**config.mk**
```make
export PLATFORM = sky130hd
export DESIGN_NAME = serial_subtractor
export DESIGN_NICKNAME = d
export VERILOG_FILES = /design/src/rtl/serial_subtractor_pkg.sv /design/src/rtl/serial_subtractor_half_subtractor.sv /design/src/rtl/serial_subtractor.sv
export SDC_FILE = /design/constraint.sdc
export NUM_CORES = 1
export LEC_CHECK = 0
export ABC_AREA = 0
export CORE_UTILIZATION = 45
export DETAILED_ROUTE_END_ITERATION = 10
export GPL_ROUTABILITY_DRIVEN = 1
export GPL_TIMING_DRIVEN = 0
export PLACE_DENSITY_LB_ADDON = 0.05
export SLEW_MARGIN = 10
export SYNTH_ARGS = -nofsm -noshare
export SYNTH_HDL_FRONTEND = slang
export SYNTH_SLANG_ARGS = --single-unit
export TNS_END_PERCENT = 1
```
**constraint.sdc**
```tcl
create_clock -name clk -period 1.47 [get_ports clk]
set_input_delay 0.294 -clock clk [delete_from_list [all_inputs] [get_ports clk]]
set_output_delay 0.294 -clock clk [all_outputs]
set_load 0.005 [all_outputs]
```
**src/rtl/serial_subtractor_pkg.sv**
```systemverilog
// rtl/serial_subtractor_pkg.sv - shared FSM encodings and width limits for serial_subtractor
package serial_subtractor_pkg;

  typedef enum logic [1:0] {
    ST_IDLE  = 2'd0,
    ST_SHIFT = 2'd1,
    ST_DONE  = 2'd2
  } state_t;

  localparam int WIDTH_MIN = 1;
  localparam int WIDTH_MAX = 32;

  // Bit counter needs at least one bit even when WIDTH is 1.
  function automatic int cnt_width(input int w);
    return (w > 1) ? $clog2(w) : 1;
  endfunction

endpackage

```
**src/rtl/serial_subtractor_half_subtractor.sv**
```systemverilog
// rtl/serial_subtractor_half_subtractor.sv - gate-level half subtractor cell
module half_subtractor (
  input  logic A,
  input  logic B,
  output logic Diff,
  output logic Borrow
);

  assign Diff   = A ^ B;
  assign Borrow = ~A & B;

endmodule

```
**src/rtl/serial_subtractor.sv**
```systemverilog
// rtl/serial_subtractor.sv - bit-serial unsigned A-B, LSB first, start/done handshake
module serial_subtractor
  import serial_subtractor_pkg::*;
#(
  parameter int WIDTH = 4
) (
  input  logic             clk,
  input  logic             rst,
  input  logic             start,
  input  logic [WIDTH-1:0] a,
  input  logic [WIDTH-1:0] b,
  output logic             busy,
  output logic             done,
  output logic [WIDTH-1:0] diff,
  output logic             borrow
);

  localparam int CW = cnt_width(WIDTH);

  state_t           r_state;
  state_t           w_next_state;
  logic [WIDTH-1:0] r_sa;
  logic [WIDTH-1:0] r_sb;
  logic [WIDTH-1:0] r_res;
  logic             r_bin;
  logic [CW-1:0]    r_cnt;

  logic             w_d0;
  logic             w_b0;
  logic             w_d;
  logic             w_b1;
  logic             w_bout;
  logic             w_last;
  logic [WIDTH-1:0] w_res_next;

  // Two half subtractors plus an OR form the per-bit full subtractor.
  half_subtractor u_hs0 (
    .A      (r_sa[0]),
    .B      (r_sb[0]),
    .Diff   (w_d0),
    .Borrow (w_b0)
  );

  half_subtractor u_hs1 (
    .A      (w_d0),
    .B      (r_bin),
    .Diff   (w_d),
    .Borrow (w_b1)
  );

  assign w_bout     = w_b0 | w_b1;
  assign w_last     = (r_cnt == CW'(WIDTH - 1));
  assign w_res_next = (r_res >> 1) | (WIDTH'(w_d) << (WIDTH - 1));

  always_comb begin
    w_next_state = r_state;
    case (r_state)
      ST_IDLE:  if (start) w_next_state = ST_SHIFT;
      ST_SHIFT: if (w_last) w_next_state = ST_DONE;
      ST_DONE:  w_next_state = ST_IDLE;
      default:  w_next_state = ST_IDLE;
    endcase
  end

  assign busy = (r_state == ST_SHIFT);
  assign done = (r_state == ST_DONE);

  always_ff @(posedge clk or posedge rst) begin
    if (rst) begin
      r_state <= ST_IDLE;
      r_sa    <= '0;
      r_sb    <= '0;
      r_res   <= '0;
      r_bin   <= 1'b0;
      r_cnt   <= '0;
      diff    <= '0;
      borrow  <= 1'b0;
    end else begin
      r_state <= w_next_state;
      case (r_state)
        ST_IDLE: begin
          if (start) begin
            r_sa  <= a;
            r_sb  <= b;
            r_res <= '0;
            r_bin <= 1'b0;
            r_cnt <= '0;
          end
        end
        ST_SHIFT: begin
          r_sa  <= r_sa >> 1;
          r_sb  <= r_sb >> 1;
          r_res <= w_res_next;
          r_bin <= w_bout;
          // Outputs only change on the final bit so partial results never show.
          if (w_last) begin
            diff   <= w_res_next;
            borrow <= w_bout;
          end else begin
            r_cnt <= r_cnt + CW'(1);
          end
        end
        default: ;
      endcase
    end
  end

endmodule

```
## After elaboration in Yosys (flattened, before gate mapping)

Index checks and enable logic that the tools add are counted.

- Flip-flop bits (word level): 22
- Latch bits: 0
- Bits in writable memories: 0
- Memory bits (read-only): 0
- Bits of input ports: 11
- Output and inout port bits: 7
- Logic and storage cells: 43
- Memories: 0

- Add/sub/neg operators: 1
- Multipliers: 0
- Divide/modulo/power cells: 0
- Magnitude comparators: 0
- Equality and inequality tests: 6
- Shift operators: 0
- Mux-type cells: 14
- Bitwise gates (word level): 8
- Reduce and logical (&&, ||, !) cells: 6

Operators with widths:

| cell | count |
|---|---|
| $pmux 4 s2 | 3 |
| $mux 4 | 3 |
| $mux 2 | 4 |
| $pmux 2 s2 | 2 |
| $reduce_and 2->1 | 3 |
| $eq 2x2->1 const B | 2 |
| $ne 2x2->1 const B | 2 |
| $or 3x4->4 | 1 |
| $reduce_and 3->1 | 1 |
| $add 2x1->2 const B | 1 |
| $and 1x1->1 | 2 |
| $eq 2x1->1 const B | 1 |
| $logic_not 2->1 | 1 |
| $ne 2x1->1 const B | 1 |
| $not 1->1 | 2 |
| $pmux 1 s2 | 1 |
| $reduce_bool 2->1 | 1 |
| $xor 1x1->1 | 2 |
| $mux 1 | 1 |
| $or 1x1->1 | 1 |

## Longest topological paths before layout

Gate-level depths: netlist (run 1).

- Depth after elaboration: 5
- Gate-level depth with buffers: 4
- Depth with buffers taken out: 4

## Modules after synthesis

Synthesis (run 1) repeated with hierarchy kept, for this count alone.

- Cell total of the unflattened synthesis: 91
- Area, all modules: 1082.3 um2

By module, submodules not included:

| module | times used | cells an instance | area an instance (um2) | seq. area each (um2) |
|---|---|---|---|---|
| serial_subtractor | 1 | 85 | 1042.2 | 525.5 |
| half_subtractor | 2 | 3 | 20.0 | 0.0 |

## Worst setup path after synthesis (run 1)

Ideal clock, no wire load.

- Path kind: reg-to-reg
- Start: register r_sb[0]
- End: register diff[3]
- Setup time: 0.128 ns
- Data arrival time: 1.114 ns
- Data required time: 1.342 ns
- Setup slack: 0.229 ns
- Cell stages (with the launch flop): 4
- Buffers on the path: 0
- Clock period less this slack: 1.241 ns
- Cell sequence: dfrtp_1 inv_1 fa_1 mux2_1

- Longest elaborated chain between the ends: 3

RTL lines:

| item | RTL line | source |
|---|---|---|
| from (decl) | serial_subtractor.sv:23 | `logic [WIDTH-1:0] r_sb;` |
| from (signal assigned) | serial_subtractor.sv:92 | `r_sb <= r_sb >> 1;` |
| $xor 1x1->1 (2 in a row) | serial_subtractor_half_subtractor.sv:9 | `assign Diff = A ^ B;` |
| via u_hs1.Diff | serial_subtractor_half_subtractor.sv:5 | `output logic Diff,` |
| $or 3x4->4 | serial_subtractor.sv:53 | `assign w_res_next = (r_res >> 1) \| (WIDTH'(w_d) << (WIDTH - 1));` |
| to (signal assigned) | serial_subtractor.sv:97 | `diff <= w_res_next;` |
| to (decl) | serial_subtractor.sv:14 | `output logic [WIDTH-1:0] diff,` |

The timed path passes the listed nets, and every way through them passes these cells.
A chain may end at the register's enable or synchronous reset.

## Worst setup path after layout (run 1)

- Start: register r_state[1]
- End: output port done

- Longest elaborated chain between the ends: 1

RTL lines:

| item | RTL line | source |
|---|---|---|
| from (decl) | serial_subtractor.sv:20 | `state_t r_state;` |
| from (signal assigned) | serial_subtractor.sv:79 | `r_state <= w_next_state;` |
| $eq 2x2->1 | serial_subtractor.sv:66 | `assign done = (r_state == ST_DONE);` |
| to (decl) | serial_subtractor.sv:13 | `output logic done,` |

No other way between the ends.

==> results of run 1 <==
-- final timing paths --
check,to,from,depth (start not counted)
worst min-delay path,diff[0]$_DFFE_PP0P_,rst,2
min in group clk,r_res[1]$_DFFE_PP0P_,r_res[1]$_DFFE_PP0P_,1
max in group asynchronous,r_state[0]$_DFFE_PP0P_,rst,2
worst max-delay path,done,r_state[1]$_DFFE_PP0P_,3
worst min register to register,r_res[1]$_DFFE_PP0P_,r_res[1]$_DFFE_PP0P_,1
worst max register to register,diff[2]$_DFFE_PP0P_,r_state[0]$_DFFE_PP0P_,5
-- routing by layer --
layer  track usage (%)  vias up  part of all wire, %
met3              1.82        2                  2.1
met4              5.56        0                 0.45
li1                  -      355                    -
met2              26.2        9                   47
met5                 0        -                    0
met1              25.0      353                   50
-- synth_stat cells (2+ instances only) --
cell / number / area [um^2]
a211o_1: 2 / 17.5
a221oi_2: 4 / 60.1
a22o_1: 6 / 52.6
and3_1: 2 / 12.5
buf_6: 4 / 45.0
dfrtp_1: 21 / 526
inv_1: 10 / 37.5
mux2_1: 5 / 56.3
nand2b_1: 2 / 12.5
nor2_1: 2 / 7.51
nor3b_1: 2 / 15.0
nor4b_1: 4 / 35.0
nor4b_2: 3 / 45.0
-- kinds of logic (layout without fill, tap and decap cells) --
kind of cell               Yosys count  in the layout  share of synthesized area [%]
AOI/OAI and AO/OA                   16             16                           16.4
adders and majority gates            2              2                           3.05
buffers and inverters               15             49                           9.14
and+or+nand+nor                     19             19                           16.9
muxes                                5              5                           5.28
DFF                                 21             21                           49.2
-- placed cells by master (no fill, tap or decap), drive strengths merged, types with 3 or more instances in the layout --
master and count:
buf 20, clkdlybuf4s50 10, dfrtp 21, inv 10, dlymetal6s2s 3, clkbuf 3
a22o 6, mux2 5, nor4b 7, a221oi 5
-- what timing repair did --
item	4_1_cts	5_1_grt
cloned	0	0
gates resized for setup	12	10
setup buffers	10	4
pin swaps	0	0
endpoints found under the setup margin	4	12
-- cell type report --
class / count / share of cell area [%]
sequential: 21 / 37.1
multi-input combinational: 42 / 32.5
timing repair buffer: 31 / 19.4
buffer: 4 / 3.69
inverter: 10 / 2.64
tap: 28 / 2.46
clock buffer: 3 / 1.58
clock inverter: 1 / 0.528
-- stage by stage --
stage | setup WS [ps] | instance area [um^2] | hold slack [ps] | cells
4_1_cts | -6.86 | 1370 | 450 | 137
3_3_place_gp | -179 | 1270 | 473 | 123
2_1_floorplan | 229 | 1070 | 271 | 78
6_report | 44.0 | 1420 | 426 | 140
5_1_grt | 7.75 | 1420 | 498 | 140
3_5_place_dp | -178 | 1270 | 482 | 123
-- power by group --
group          total [mW]  switching (mW)  leakage [nW]  internal, mW
clock network       0.283           0.180        0.0139         0.103
registers            1.00           0.157         0.258         0.847
logic                1.61           0.643         0.455         0.967
total                2.90           0.980         0.726          1.92
-- state kept, by name, indices dropped and copies added (netlist names) --
signal,count
borrow,1
diff,4
r_bin,1
r_cnt,2
r_res,3
r_sa,4
r_sb,4
r_state,2
==> flow_metrics.tcl, run 1 <==
set metrics [dict create \
    effective_utilization_at_floorplan_pct 47.8 \
    status "finished clean" \
    ys_dominant_reg_cell "dfrtp_1" \
    ys_ff_latch 21 \
    final.setup_skew_ps 7.72 \
    ys_types 24 \
    cts_max_path_buffers 2 \
    hold_viol_final 0 \
    number_of_ports_placed_on_the_die_boundary 18 \
    timing.slew.headroom_pct 47.6 \
    timing.setup.tns_ps 0 \
    vdd.ir_drop.worst_mv 1.05 \
    clock_tree.root_cell "clkbuf_4" \
    clock_pin_transition_on_the_worst_setup_and_hold_timing_paths_ps 130 \
    multiInputGateArea_um2 463 \
    cts_htree_levels 1 \
    tritoncts.num_buffers 3 \
    remaining_antenna_violation_count 0 \
    critical_path_s_largest_stage_delay_ps 470 \
    die-height_um 50.7 \
    wire_length_of_the_first_global_routing_pass_um 3220 \
    syn_inst 78 \
    drt_pass1_iterations 4 \
    finalCritPeriodShare_pct 97.0 \
    critPathLaunchType "flop" \
    worstSetupPathType "reg -> out" \
    finalWorstPathRequiredPeriod_ps 1430 \
    ys_async_sr_fraction_pct 100 \
    port_buffers 17 \
    drive_above_1_share_pct 38.4 \
    critPathMaxFanout 4 \
    grt.overflow.total 0 \
    route.detailed.drc 0 \
    die_area_um2 2570 \
    clk_latency_ps 300 \
    syn-cell-area_um2 1070 \
    place.detailed.hpwl_um 1290 \
    hold_fix_buffer_count_after_cts 0 \
    ys.warnings.count 0 \
    synth_fp_nets 91 \
    utilization_pct 63.7 \
    worst-slew-pin-transition_ps 784 \
    path_delay_family "flip-flops" \
    gp_congestion 0.705 \
    final_net_count 126 \
    tritoncts_clock_tree "done" \
    max_cap_viol_count 0 \
    final-max-slew-violation-count 0 \
    pin_count_of_the_biggest_net_entering_global_routing 22 \
    rsz0062_at_grt "false" \
    achievable-frequency_mhz 701 \
    filler_cell_count 188 \
    crit_chain "buf_6 -> nor2b_1 -> buf_2" \
    drt_wl_total_um 1980 \
    die_w_um 50.7 \
    detailroute.via_count 719 \
    portion_of_the_post_synthesis_area_used_by_sequential_elements_pct 49.2 \
    regToRegSetupSlack_ps 50 \
    antenna_cells 0 \
    slowest_cell_on_the_critical_path "dfrtp_2" \
    layout.area.seq_um2 528 \
    rows 17 \
    crit_path_end_kind "output port" \
    fp.coreArea_um2 2230 \
    p_total_mw 2.90 \
    grt.total_usage_pct 17.0 \
    routed_via_density 5.14 \
    setup-violations-final 0 \
    vias_in_the_first_global_route 698 \
    antenna_violations_before_repair 0 \
    synth_enable_flop_cells 0 \
    areaGrowthSynthToFinish_pct 33.3 \
    clock_sink_count 21 \
    timing.critical_path.arrival_ps 1130 \
    routedWlPerCell_um 14.2 \
    drt_first_iter_violations 4 \
    hold_path_class "in -> async" \
    worst-endpoint-required_ps 1180 \
    power-per-cell-area_nw_per_um2 2040 \
    p_leak_nw 0.726 \
    postSynthAreaPerCell_um2 13.7 \
    cp.buffers_inverters 2 \
]
(Power assumes the default switching activity.)
==> run 2: changes to the inputs <==
--- a/config.mk
+++ b/config.mk
@@ -7,6 +7,7 @@
 export LEC_CHECK = 0
 export ABC_AREA = 0
 export CORE_UTILIZATION = 45
+export CTS_BUF_LIST = sky130_fd_sc_hd__clkbuf_4
 export DETAILED_ROUTE_END_ITERATION = 10
 export GPL_ROUTABILITY_DRIVEN = 1
 export GPL_TIMING_DRIVEN = 0
==> constraint.sdc (replaced) <==
create_clock -name clk -period 1.6 [get_ports clk]
set_input_delay 0.32 -clock clk [delete_from_list [all_inputs] [get_ports clk]]
set_output_delay 0.32 -clock clk [all_outputs]
set_load 0.005 [all_outputs]
==> flow_metrics.tcl, run 2 (same netlist as run 1, synthesis figures left out) <==
set metrics [dict create \
    port_buffers 17 \
    route.detailed.drc 0 \
    wire_length_of_the_first_global_routing_pass_um 3190 \
    vdd.ir_drop.worst_mv 0.922 \
    filler_cell_count 202 \
    crit_path_end_kind "output port" \
    power-per-cell-area_nw_per_um2 1860 \
    critical_path.reg2reg.startpoint "r_state[0]$_DFFE_PP0P_" \
    critPathLaunchType "flop" \
    die_w_um 50.7 \
    rows 17 \
    cts_htree_levels 1 \
    final_net_count 122 \
    setup-violations-final 0 \
    antenna_cells 0 \
    cp-startpoint "diff[2]$_DFFE_PP0P_" \
    placement.setup.worst_slack_ps -73.8 \
    routed_via_density 5.18 \
    power.clock.fraction_pct 10.3 \
    final.setup_skew_ps 8.57 \
    worst-slew-pin-transition_ps 782 \
    reg_top3 "diff: 4 flops, r_sa: 4 flops, r_sb: 4 flops" \
    multiInputGateArea_um2 444 \
    hold_path_class "in -> async" \
    tritoncts_clock_tree "done" \
    dp_cells 123 \
    place.detailed.hpwl_um 1290 \
    pin_count_of_the_biggest_net_entering_global_routing 22 \
    min_setup_slack_post_route_ps 103 \
    path_delay_family "buffers and inverters" \
    achievable-frequency_mhz 668 \
    antenna_violations_before_repair 0 \
    critPathMaxFanout 2 \
    combPwrFrac_pct 53.9 \
    crit_chain "clkdlybuf4s50_1" \
    rr_endpoint "diff[2]$_DFFE_PP0P_" \
    timing.critical_path.arrival_ps 1180 \
    p_leak_nw 0.643 \
    slowest_cell_on_the_critical_path "clkdlybuf4s50_1" \
    layout.area.seq_um2 527 \
    max_cap_viol_count 0 \
    die-height_um 50.7 \
    worst-endpoint-required_ps 1280 \
    clk_latency_ps 300 \
    grt.overflow.total 0 \
    areaGrowthSynthToFinish_pct 27.6 \
    global_route.usage.met2_pct 25.3 \
    power_report.internal_total_mw 1.66 \
    routedWlPerCell_um 13.7 \
    effective_utilization_at_floorplan_pct 47.8 \
    layout.cells.non_filler 136 \
    clock_sink_count 21 \
    timing.slew.headroom_pct 47.8 \
    fp.coreArea_um2 2230 \
    mostFrequentLayoutCells "dfrtp_1, clkdlybuf4s50_1, inv_1" \
    final-max-slew-violation-count 0 \
    grt_busiest_layer "met2" \
    drt_first_iter_violations 7 \
    rsz0062_at_grt "false" \
    hold_viol_final 0 \
    most_common_library_cell_in_the_layout_ignoring_fill_and_taps "dfrtp_1" \
    switching_share_pct 34.2 \
    critical_path_s_largest_stage_delay_ps 500 \
    drt_pass1_iterations 4 \
    worstSetupEndpoint "diff[2]" \
    status "finished clean" \
    die_area_um2 2570 \
    crit_cells 1 \
    vias_in_the_first_global_route 684 \
    detailroute.via_count 705 \
    finalWorstPathRequiredPeriod_ps 1500 \
    r2r.worst_path.cells 6 \
    drt_wl_total_um 1870 \
    globalRouteMet3Util_pct 1.82 \
    groute.layer.met1.usage_pct 25.0 \
    drive_above_1_share_pct 30.6 \
    cp.buffers_inverters 1 \
    gp_congestion 0.705 \
    finalCritPeriodShare_pct 93.5 \
    number_of_ports_placed_on_the_die_boundary 18 \
    clock_tree.root_cell "clkbuf_4" \
    remaining_antenna_violation_count 0 \
    worstSetupPathType "reg -> out" \
    sequentialPowerShare_pct 35.8 \
    netsw_uw 864 \
    clock_pin_transition_on_the_worst_setup_and_hold_timing_paths_ps 130 \
    tritoncts.num_buffers 3 \
    regToRegSetupSlack_ps 130 \
    grt.total_usage_pct 16.8 \
    cts_max_path_buffers 2 \
]
## run 2: changes by cell type in the layout (fill, tap and decap cells not counted), sizes merged
cell           previous run  this run
dlygate4sd2               2         0
clkbuf                    3         4
clkdlybuf4s50            10        15
buf                      20        15
dlymetal6s2s              3         0
## run 2: timing repair
item | 4_1_cts | 5_1_grt
endpoints found under the setup margin | 2 | 1
hold buffers | 0 | 0
buffers inserted | 9 | 0
gates resized for setup | 7 | 1
## run 2: worst min-delay path by stage
| stage | from | endpoint | slack, ps |
|---|---|---|---|
| final | rst | diff[0]$_DFFE_PP0P_ | 450 |
| after global routing | rst | diff[0]$_DFFE_PP0P_ | 520 |
| after CTS | rst | diff[0]$_DFFE_PP0P_ | 480 |
| after detailed placement | diff[1]$_DFFE_PP0P_ | diff[1]$_DFFE_PP0P_ | 480 |
| after global placement | diff[0]$_DFFE_PP0P_ | diff[0]$_DFFE_PP0P_ | 470 |
| after floorplan | rst | borrow$_DFFE_PP0P_ | 300 |
## run 2: per-layer routing
metal / wire length (um) / share of wire [%]
met2: 885 / 47
met1: 925 / 50
met5: 0 / 0
met3: 46 / 2.5
met4: 9 / 0.48
## run 2: power groups by stage
stage / combinational, mW / sequential [mW] / clock, mW
floorplan: 0.887 / 0.908 / 0
global placement: 1.20 / 0.922 / 0
detailed placement: 1.23 / 0.933 / 0
CTS: 1.39 / 0.906 / 0.271
global route: 1.50 / 0.930 / 0.287
finish: 1.36 / 0.905 / 0.260
## run 2: area by class of cell
class / instances / area share [%]
Clock buffer: 3 / 1.65
Sequential cell: 21 / 38.7
Inverter: 10 / 2.76
Timing Repair Buffer: 26 / 16.7
Buffer: 5 / 4.41
Clock inverter: 1 / 0.551
Multi-Input combinational cell: 42 / 32.6
Tap cell: 28 / 2.57
## run 2: through the flow
step           total power [mW]  hold WS, ps  area, um^2  utilization [%]  setup TNS (ps)
5_1_grt                    2.71          524        1360             61.0               0
3_3_place_gp               2.12          473        1270             57.0            -196
2_1_floorplan              1.80          297        1070                -               0
4_1_cts                    2.56          476        1370             61.2               0
6_report                   2.53          451        1360             61.0               0
3_5_place_dp               2.16          482        1270             57.0            -239
